[config.mk]
export PLATFORM = sky130hd
export DESIGN_NAME = lsu_access_sequencer_flat
export DESIGN_NICKNAME = d
export VERILOG_FILES = /design/src/rtl/lsu_access_sequencer_if.sv /design/src/rtl/lsu_access_sequencer.sv /design/src/flat_wrapper.sv
export SDC_FILE = /design/constraint.sdc
export NUM_CORES = 1
export LEC_CHECK = 0
export BUFFER_PORTS_ARGS = -buffer_cell sky130_fd_sc_hd__buf_2
export CORE_MARGIN = 5
export CORE_UTILIZATION = 50
export DETAILED_ROUTE_END_ITERATION = 6
export PLACE_DENSITY = 0.74
export SLEW_MARGIN = 5
export SYNTH_ARGS = -nofsm -noshare
export SYNTH_HDL_FRONTEND = slang
export SYNTH_SLANG_ARGS = --single-unit
[constraint.sdc]
create_clock -name i_clk -period 10.2 [get_ports i_clk]
set_input_delay 2.04 -clock i_clk [delete_from_list [all_inputs] [get_ports i_clk]]
set_output_delay 2.04 -clock i_clk [all_outputs]
set_load 0.05 [all_outputs]
[src/rtl/lsu_access_sequencer_if.sv]
// Request/response, stall and LSU bus signals of the load-store access sequencer.
// The sequencer binds the slave modport; the pipeline/LSU side binds master.
interface lsu_access_sequencer_if;
  logic        i_req_valid;
  logic        i_req_ren;
  logic        i_req_wren;
  logic [2:0]  i_req_funct3;
  logic [31:0] i_req_addr;
  logic [31:0] i_req_wdata;
  logic        o_stall;
  logic        o_rsp_valid;
  logic [31:0] o_rsp_rdata;
  logic        o_misalign;
  logic [31:0] o_lsu_addr;
  logic        o_lsu_ren;
  logic        o_lsu_wren;
  logic [2:0]  o_lsu_funct3;
  logic [31:0] o_st_data;
  logic [31:0] i_ld_data;

  modport master (
    output i_req_valid, i_req_ren, i_req_wren, i_req_funct3, i_req_addr, i_req_wdata,
    output i_ld_data,
    input  o_stall, o_rsp_valid, o_rsp_rdata, o_misalign,
    input  o_lsu_addr, o_lsu_ren, o_lsu_wren, o_lsu_funct3, o_st_data
  );

  modport slave (
    input  i_req_valid, i_req_ren, i_req_wren, i_req_funct3, i_req_addr, i_req_wdata,
    input  i_ld_data,
    output o_stall, o_rsp_valid, o_rsp_rdata, o_misalign,
    output o_lsu_addr, o_lsu_ren, o_lsu_wren, o_lsu_funct3, o_st_data
  );
endinterface

[src/rtl/lsu_access_sequencer.sv]
// MEM-stage load/store front end: turns one pipeline request into aligned LSU
// word reads (with extraction/extension here) or stores, splitting misaligned stores.
module lsu_access_sequencer #(
  parameter bit SPLIT_EN = 1'b1
) (
  input  logic                  i_clk,
  input  logic                  i_reset,
  lsu_access_sequencer_if.slave bus
);
  localparam int unsigned XLEN = 32;

  typedef enum logic [2:0] {IDLE, RD0, RD1, RSP, WSPLIT} state_t;

  state_t            state_q, state_d;
  logic [XLEN-1:0]   addr_q, wdata_q, w0_q, rdata_q, rdata_d;
  logic [2:0]        f3_q;
  logic [1:0]        cnt_q, cnt_d;
  logic              cap_req, rdata_we;

  logic              req_st, req_ld, legal, misal;
  logic [2:0]        size_q, end_q;
  logic              cross_q;
  logic [XLEN-1:0]   word_q;
  logic [1:0]        last_q;

  // Sign/zero extension of the addressed bytes out of a two-word window.
  function automatic logic [XLEN-1:0] extract(input logic [2*XLEN-1:0] dw,
                                              input logic [1:0] off,
                                              input logic [2:0] f3);
    logic [XLEN-1:0] v;
    v = XLEN'(dw >> {off, 3'b000});
    case (f3)
      3'b000:  extract = {{24{v[7]}}, v[7:0]};
      3'b001:  extract = {{16{v[15]}}, v[15:0]};
      3'b010:  extract = v;
      3'b100:  extract = {24'b0, v[7:0]};
      3'b101:  extract = {16'b0, v[15:0]};
      default: extract = '0;
    endcase
  endfunction

  assign req_st = bus.i_req_valid & bus.i_req_wren;
  assign req_ld = bus.i_req_valid & ~bus.i_req_wren & bus.i_req_ren;
  assign legal  = bus.i_req_funct3 inside {3'b000, 3'b001, 3'b010, 3'b100, 3'b101};
  assign misal  = legal &
                  (((bus.i_req_funct3[1:0] == 2'b01) & bus.i_req_addr[0]) |
                   ((bus.i_req_funct3[1:0] == 2'b10) & (bus.i_req_addr[1:0] != 2'b00)));

  assign size_q  = (f3_q[1:0] == 2'b00) ? 3'd1 : (f3_q[1:0] == 2'b01) ? 3'd2 : 3'd4;
  assign end_q   = {1'b0, addr_q[1:0]} + size_q;
  assign cross_q = end_q > 3'd4;
  assign word_q  = {addr_q[XLEN-1:2], 2'b00};
  assign last_q  = (f3_q[1:0] == 2'b01) ? 2'd1 : 2'd3;

  // State and captured request
  always_ff @(posedge i_clk or negedge i_reset) begin
    if (!i_reset) begin
      state_q <= IDLE;
      cnt_q   <= '0;
      addr_q  <= '0;
      wdata_q <= '0;
      f3_q    <= '0;
      w0_q    <= '0;
      rdata_q <= '0;
    end else begin
      state_q <= state_d;
      cnt_q   <= cnt_d;
      if (cap_req) begin
        addr_q  <= bus.i_req_addr;
        wdata_q <= bus.i_req_wdata;
        f3_q    <= bus.i_req_funct3;
      end
      if (state_q == RD0) w0_q <= bus.i_ld_data;
      if (rdata_we) rdata_q <= rdata_d;
    end
  end

  // Next state and bus drive; everything held at zero while in reset
  always_comb begin
    state_d          = state_q;
    cnt_d            = cnt_q;
    cap_req          = 1'b0;
    rdata_we         = 1'b0;
    rdata_d          = '0;
    bus.o_stall      = 1'b0;
    bus.o_misalign   = 1'b0;
    bus.o_lsu_addr   = '0;
    bus.o_lsu_ren    = 1'b0;
    bus.o_lsu_wren   = 1'b0;
    bus.o_lsu_funct3 = '0;
    bus.o_st_data    = '0;
    if (i_reset) begin
      case (state_q)
        IDLE: begin
          if (req_st || req_ld) begin
            cap_req        = 1'b1;
            bus.o_misalign = misal;
            if (!legal || (misal && !SPLIT_EN)) begin
              // Rejected: loads still owe the pipeline a zero response
              if (req_ld) begin
                rdata_we = 1'b1;
                state_d  = RSP;
              end
            end else if (req_ld) begin
              bus.o_stall      = 1'b1;
              bus.o_lsu_addr   = {bus.i_req_addr[XLEN-1:2], 2'b00};
              bus.o_lsu_ren    = 1'b1;
              bus.o_lsu_funct3 = 3'b010;
              state_d          = RD0;
            end else if (misal) begin
              bus.o_stall      = 1'b1;
              bus.o_lsu_addr   = bus.i_req_addr;
              bus.o_lsu_wren   = 1'b1;
              bus.o_lsu_funct3 = 3'b000;
              bus.o_st_data    = {24'b0, bus.i_req_wdata[7:0]};
              cnt_d            = 2'd1;
              state_d          = WSPLIT;
            end else begin
              bus.o_lsu_addr   = bus.i_req_addr;
              bus.o_lsu_wren   = 1'b1;
              bus.o_lsu_funct3 = {1'b0, bus.i_req_funct3[1:0]};
              bus.o_st_data    = bus.i_req_wdata;
            end
          end
        end
        RD0: begin
          bus.o_stall      = 1'b1;
          bus.o_lsu_addr   = word_q;
          bus.o_lsu_funct3 = 3'b010;
          if (cross_q) begin
            bus.o_lsu_addr = word_q + XLEN'(4);
            bus.o_lsu_ren  = 1'b1;
            state_d        = RD1;
          end else begin
            rdata_we = 1'b1;
            rdata_d  = extract({32'b0, bus.i_ld_data}, addr_q[1:0], f3_q);
            state_d  = RSP;
          end
        end
        RD1: begin
          bus.o_stall      = 1'b1;
          bus.o_lsu_addr   = word_q + XLEN'(4);
          bus.o_lsu_funct3 = 3'b010;
          rdata_we         = 1'b1;
          rdata_d          = extract({bus.i_ld_data, w0_q}, addr_q[1:0], f3_q);
          state_d          = RSP;
        end
        RSP: state_d = IDLE;
        WSPLIT: begin
          bus.o_lsu_addr   = addr_q + XLEN'(cnt_q);
          bus.o_lsu_wren   = 1'b1;
          bus.o_lsu_funct3 = 3'b000;
          bus.o_st_data    = {24'b0, wdata_q[{cnt_q, 3'b000} +: 8]};
          if (cnt_q == last_q) begin
            cnt_d   = '0;
            state_d = IDLE;
          end else begin
            bus.o_stall = 1'b1;
            cnt_d       = cnt_q + 2'd1;
          end
        end
        default: state_d = IDLE;
      endcase
    end
  end

  assign bus.o_rsp_valid = (state_q == RSP);
  assign bus.o_rsp_rdata = rdata_q;
endmodule
[src/flat_wrapper.sv]
// flat-port wrapper written by rule: the top's interface ports become plain ports
module lsu_access_sequencer_flat 
#(
  parameter bit SPLIT_EN = 1'b1
)
  (i_clk, i_reset, bus_i_req_valid, bus_i_req_ren, bus_i_req_wren, bus_i_req_funct3, bus_i_req_addr, bus_i_req_wdata, bus_i_ld_data, bus_o_stall, bus_o_rsp_valid, bus_o_rsp_rdata, bus_o_misalign, bus_o_lsu_addr, bus_o_lsu_ren, bus_o_lsu_wren, bus_o_lsu_funct3, bus_o_st_data);
  lsu_access_sequencer_if bus_i ();
  input  logic i_clk;
  input  logic i_reset;
  input wire logic [$bits(bus_i.i_req_valid)-1:0] bus_i_req_valid;
  input wire logic [$bits(bus_i.i_req_ren)-1:0] bus_i_req_ren;
  input wire logic [$bits(bus_i.i_req_wren)-1:0] bus_i_req_wren;
  input wire logic [$bits(bus_i.i_req_funct3)-1:0] bus_i_req_funct3;
  input wire logic [$bits(bus_i.i_req_addr)-1:0] bus_i_req_addr;
  input wire logic [$bits(bus_i.i_req_wdata)-1:0] bus_i_req_wdata;
  input wire logic [$bits(bus_i.i_ld_data)-1:0] bus_i_ld_data;
  output wire logic [$bits(bus_i.o_stall)-1:0] bus_o_stall;
  output wire logic [$bits(bus_i.o_rsp_valid)-1:0] bus_o_rsp_valid;
  output wire logic [$bits(bus_i.o_rsp_rdata)-1:0] bus_o_rsp_rdata;
  output wire logic [$bits(bus_i.o_misalign)-1:0] bus_o_misalign;
  output wire logic [$bits(bus_i.o_lsu_addr)-1:0] bus_o_lsu_addr;
  output wire logic [$bits(bus_i.o_lsu_ren)-1:0] bus_o_lsu_ren;
  output wire logic [$bits(bus_i.o_lsu_wren)-1:0] bus_o_lsu_wren;
  output wire logic [$bits(bus_i.o_lsu_funct3)-1:0] bus_o_lsu_funct3;
  output wire logic [$bits(bus_i.o_st_data)-1:0] bus_o_st_data;
  assign bus_i.i_req_valid = bus_i_req_valid;
  assign bus_i.i_req_ren = bus_i_req_ren;
  assign bus_i.i_req_wren = bus_i_req_wren;
  assign bus_i.i_req_funct3 = bus_i_req_funct3;
  assign bus_i.i_req_addr = bus_i_req_addr;
  assign bus_i.i_req_wdata = bus_i_req_wdata;
  assign bus_i.i_ld_data = bus_i_ld_data;
  assign bus_o_stall = bus_i.o_stall;
  assign bus_o_rsp_valid = bus_i.o_rsp_valid;
  assign bus_o_rsp_rdata = bus_i.o_rsp_rdata;
  assign bus_o_misalign = bus_i.o_misalign;
  assign bus_o_lsu_addr = bus_i.o_lsu_addr;
  assign bus_o_lsu_ren = bus_i.o_lsu_ren;
  assign bus_o_lsu_wren = bus_i.o_lsu_wren;
  assign bus_o_lsu_funct3 = bus_i.o_lsu_funct3;
  assign bus_o_st_data = bus_i.o_st_data;
  lsu_access_sequencer #(.SPLIT_EN(SPLIT_EN)) u_core (.i_clk(i_clk), .i_reset(i_reset), .bus(bus_i));
endmodule
**Word-level counts from Yosys, hierarchy flattened**

Cells that the tools add are included.

- Flip-flop bits (word level): 136
- Output and inout bits: 104
- Input bits: 104
- Logic and storage cells: 126

- Muxes and demuxes: 69
- Reductions and logical operators: 11
- Eq/ne operators: 23
- Add/sub/neg operators: 4
- Shift-type cells: 3
- Order comparisons: 1
- Bitwise logic cells: 8

Operators with widths:

| operator | count |
|---|---|
| $mux W32 | 11 |
| $pmux W32 S5 | 2 |
| $pmux W32 S2 | 2 |
| $pmux W32 S4 | 1 |
| $shr A64 B5 Y32 | 1 |
| $mux W3 | 12 |
| $add A32 B2 Y32 | 1 |
| $add A32 B3 Y32 const B | 1 |
| $shiftx A32 B6 Y8 | 1 |
| $shr A32 B5 Y32 | 1 |
| $mux W1 | 26 |
| $mux W2 | 8 |
| $eq A3 B3 Y1 const B | 5 |
| $eq A3 B2 Y1 const B | 4 |
| $pmux W3 S4 | 1 |
| $eq A3 B1 Y1 const B | 3 |
| $logic_not A3 Y1 | 3 |
| $ne A2 B1 Y1 const B | 4 |
| $and A1 B1 Y1 | 6 |
| $ne A3 B1 Y1 const B | 2 |
| $pmux W1 S3 | 2 |
| $pmux W3 S2 | 1 |
| $reduce_and A6 Y1 | 1 |
| $reduce_and A5 Y1 | 1 |
| other kinds (16) | 19 |

**Longest topological paths before layout**

- Word-level depth: 10
- Gate-level depth with buffers: 11
- Gate-level depth less buffers: 9

**Worst setup path after synthesis**

OpenSTA, ideal clock, no wires.

- Path kind: input-to-output
- Start point: in bus_i_req_valid
- End point: out bus_o_lsu_funct3[0]
- Cell stages on the path: 5
- Path buffers: 2
- Required time: 8.160 ns
- Arrival: 4.554 ns
- Slack: 3.606 ns
- Path through: or4b_4 > or3_1 > buf_6 > buf_6 > nor4_1

- Word-level cells in the longest chain between the ends: 7
- Elaborated cells between the ends (all ways): 9
- Those cells by class: 5 x mux; 3 x bitwise; 1 x reduce/logical

RTL lines:

| item | line | text |
|---|---|---|
| from (decl) | flat_wrapper.sv:10 | `input wire logic [$bits(bus_i.i_req_valid)-1:0] bus_i_req_valid;` |
| $and A1 B1 Y1 (2 in series) | lsu_access_sequencer.sv:43 | `assign req_ld = bus.i_req_valid & ~bus.i_req_wren & bus.i_req_ren;` |
| $mux W3 | lsu_access_sequencer.sv:104 | `end else if (req_ld) begin` |
| $mux W3 | lsu_access_sequencer.sv:98 | `if (!legal \|\| (misal && !SPLIT_EN)) begin` |
| $mux W3 * | lsu_access_sequencer.sv:95 | `if (req_st \|\| req_ld) begin` |
| $pmux W3 S2 * | lsu_access_sequencer.sv:93 | `case (state_q)` |
| $mux W3 * | lsu_access_sequencer.sv:92 | `if (i_reset) begin` |
| to (decl) | flat_wrapper.sv:24 | `output wire logic [$bits(bus_i.o_lsu_funct3)-1:0] bus_o_lsu_funct3;` |

Mark *: on every way between the ends. The rest lies on a longest branch, timed or not.

**Worst setup path in the final report**

- Start point: in bus_i_req_valid
- End point: out bus_o_st_data[16]

- Word-level cells in the longest chain between the ends: 7
- Elaborated cells between the ends (all ways): 9
- Those cells by class: 5 x mux; 3 x bitwise; 1 x reduce/logical

RTL lines:

| item | line | text |
|---|---|---|
| $and A1 B1 Y1 (2 in series) | lsu_access_sequencer.sv:43 |  |
| $mux W32 | lsu_access_sequencer.sv:104 |  |
| $mux W32 | lsu_access_sequencer.sv:98 |  |
| $mux W32 * | lsu_access_sequencer.sv:95 |  |
| $pmux W32 S2 * | lsu_access_sequencer.sv:93 |  |
| $mux W32 * | lsu_access_sequencer.sv:92 |  |
| to (decl) | flat_wrapper.sv:25 | `output wire logic [$bits(bus_i.o_st_data)-1:0] bus_o_st_data;` |

Marked as above.

==> metrics.md <==
| Metric | Value |
|---|---|
| Outcome | `finished, final reports clean` |
| Layout cells sized above 1 | `0.292` |
| Syn_area_per_cell | `approximately 9 um^2` |
| Number of non-filler instances in the completed layout | `1448` |
| Sum Neg Setup Slack | `0 ns` |
| Die X | `148 um` |
| Worst hold stages | `2` |
| Crit path launch type | `input pin` |
| Post-CTS Setup Repair Bufs | `0` |
| CTS sink cnt | `136` |
| Most common cell after layout, fill and taps aside | `buf_2` |
| Reg2Reg Launch Point | `u_core.f3_q[1]$_DFFE_PN0P_` |
| Starting DRC count in detailed routing | `approximately 1200` |
| Num CTS Buffers | `17` |
| GRT Util Overall | `0.278` |
| Maximum vdd ir drop | `0.207 mV` |
| Required time worst endpoint | `between 8 and 9 ns` |
| Synth warn | `0` |
| Top_reg_cell synth | `dfrtp_1` |
| CP Class | `input pin to output port` |
| Leak | `0.00532 uW` |
| Worst Tran Pin Value | `about 1.2 ns` |
| Die Y | `around 150 um` |
| CTS tree | `built` |
| Worst setup startpoint | `bus_i_req_valid` |
| Routed vias | `9315` |
| Routed Antenna Nets | `0` |
| Vias in the first global route | `about 9000` |
| CP max-delay cell | `nor2_1` |
| Initial antenna violation count | `1` |
| CP endpoint kind | `output port` |
| Seq/Total Area, Yosys | `0.358` |
| HP Start | `u_core.w0_q[2]$_DFFE_PN0P_` |
| Core area | `0.0187 mm^2` |
| Die area | `between 0.02 and 0.025 mm^2` |
| Final net count | `roughly 1300` |
| WL final | `30700 um` |
| First-pass GRT wire length | `just under 50000 um` |
| Tot Pwr | `3950 uW` |
| # DRC | `0` |
| Row count | `50` |
| Largest net degree at the start of global routing | `65` |
| Mapped Area | `0.00949 mm^2` |
| Family with the most delay on the worst path | `simple AND/OR/NAND/NOR gates` |
| Maxcap violations | `0` |
| # hold bufs at CTS | `0` |
| Stages on the worst setup path | `8` |
| Synth top area share | `0.358` |
| WL per Instance | `roughly 21 um` |
| Min cycle time layout | `6.65 ns` |
| Worst EP arrival | `4.61 ns` |
| Cts repair resizes | `0` |
| Max_slew headroom | `0.187` |
| Synth area leaders | `dfrtp_1 (36%), mux2_4 (7.6%), nand2_1 (7.5%)` |
| I/O pin cnt | `between 200 and 250` |
| Synthesized flop and latch total | `roughly 140` |
| CTS HTree Levels | `4` |
| Clock latency on the worst-skew pair | `between 0.4 and 0.5 ns` |
| Slew Limit Fails | `0` |
| Dpl hpwl | `around 22000 um` |
| Final hold vios | `0` |
| Starting density of the core | `0.508` |
| Mapped Nets | `roughly 1200` |
| Post-synth EDFFs | `0` |
| Hold Crit Class | `flop to flop` |
| Power Density | `roughly 350 mW/mm^2` |
| TritonRoute pass-1 iters | `6` |
| R2R cell count | `7` |
| Max incr delay on CP | `between 0.8 and 0.9 ns` |
| GP Congestion | `0.916` |
| Ant diodes | `0` |
| Grt total ovfl | `0` |
| P&R area growth vs syn | `17.6%` |
| Setup Skew | `around 0.012 ns` |
| Finish-stage setup viols | `0` |
| Fmax | `~0.15 GHz` |
| Final period utilization | `0.652` |
| Via density | `about 6.4` |
| Hold WS | `between 0.4 and 0.5 ns` |
| Longest Clk Path Bufs | `2` |
| Worst-path clk slew | `approximately 0.06 ns` |
| RSZ-0062 raised after global routing | `no` |
| CP most frequent cell | `buf_2` |
| WP buf/inv | `3` |
| Largest area contributor in the netlist | `dfrtp_1` |
| IO Port Bufs | `approximately 210` |
| Mapped Cells | `1045` |
| Crit-path cells | `buf_2 > or4b_4 > nor3_4 > buf_4 > nand2_1 > nor2_1 > and2_1 > buf_2` |
| Crit Path Max Fanout | `39` |
| Synth async-reset ratio | `1.00` |
| Yosys cell types | `between 70 and 80` |
| Cell Count Post-Placement | `between 1000 and 1500` |
| Commonest cells after routing, fill and taps aside | `buf_2 (205), nand2_1 (190), dfrtp_1 (135)` |
| Clock root buffer | `clkbuf_16` |
==> worst register-to-register path: stages, from the launching register on <==
cell and delay [ns]:
dfrtp_1 0.50, nand2b_1 0.36, fa_1 0.51, xnor2_1 0.19
a21oi_1 0.98, nand2_1 0.52, o21ai_0 0.54, a22o_1 0.20
==> logic make-up (layout without fill, tap and decap cells) <==
kind of cell	count (synthesis)	in the layout	synth area share
and+or+nand+nor	392	392	0.198
xor gates and xnor gates	5	5	0.00461
other	1	1	0.000395
adders and majority gates	6	6	0.00949
DFF	136	136	0.358
muxes	131	131	0.183
buffers and inverters	100	269	0.0490
AOI/OAI and AO/OA	274	274	0.197
==> flip-flops by register name, summed over array words and instances (netlist names) <==
register / cells
u_core.addr_q: 32
u_core.bus.o_rsp_rdata: 32
u_core.cnt_q: 2
u_core.f3_q: 3
u_core.state_q: 3
u_core.w0_q: 32
u_core.wdata_q: 32
==> stage by stage <==
step / util / cell area [um^2] / setup slack [ns]
after global routing: 0.597 / 11200 / 3.23
final: 0.597 / 11200 / 3.55
after CTS: 0.597 / 11200 / 3.56
after global placement: 0.565 / 10600 / 3.69
after floorplan: - / 9490 / 3.61
after detailed placement: 0.565 / 10600 / 3.56
==> metal layers <==
metal / part of all wire / up-vias / GRT usage
met4: 0.027 / 2 / 0.0867
met1: 0.40 / 4452 / 0.380
met2: 0.47 / 599 / 0.446
met5: 0.00042 / - / 0
li1: - / 4189 / -
met3: 0.10 / 73 / 0.0592
==> synthesized netlist by cell type, types with 23 or more instances <==
cell / instances
nor2_1: 53
dfrtp_1: 136
and2_1: 27
o21ai_0: 44
mux2_4: 48
clkbuf_1: 53
a221o_1: 24
mux2i_1: 32
a31oi_1: 23
a21oi_1: 65
nand3_1: 33
nand2_1: 190
==> worst paths after layout <==
kind	to	slack (ns)
max	bus_o_st_data[16]	3.55
min	u_core.w0_q[2]$_DFFE_PN0P_	0.48
max reg2reg	u_core.bus.o_rsp_rdata[4]$_DFFE_PN0P_	6.34
min reg2reg	u_core.w0_q[2]$_DFFE_PN0P_	0.48
max in group asynchronous	u_core.addr_q[0]$_DFFE_PN0P_	7.47
min in group asynchronous	u_core.w0_q[13]$_DFFE_PN0P_	1.51
==> final cells by class <==
class,instances,area [um^2]
clock buffer,17,425
clock inverter,15,180
fill,1639,7540
inverter,16,60.1
multi-input combinational,809,5650
sequential,136,3400
tap,234,293
timing repair buffer,221,1150
==> where the power goes <==
| group | internal, uW | leakage, uW | switching [uW] |
|---|---|---|---|
| Clock | 371 | 0.000289 | 275 |
| Combinational | 799 | 0.00334 | 1390 |
| Sequential | 798 | 0.00169 | 315 |
| Total | 1970 | 0.00532 | 1980 |
(Power assumes the default switching activity.)
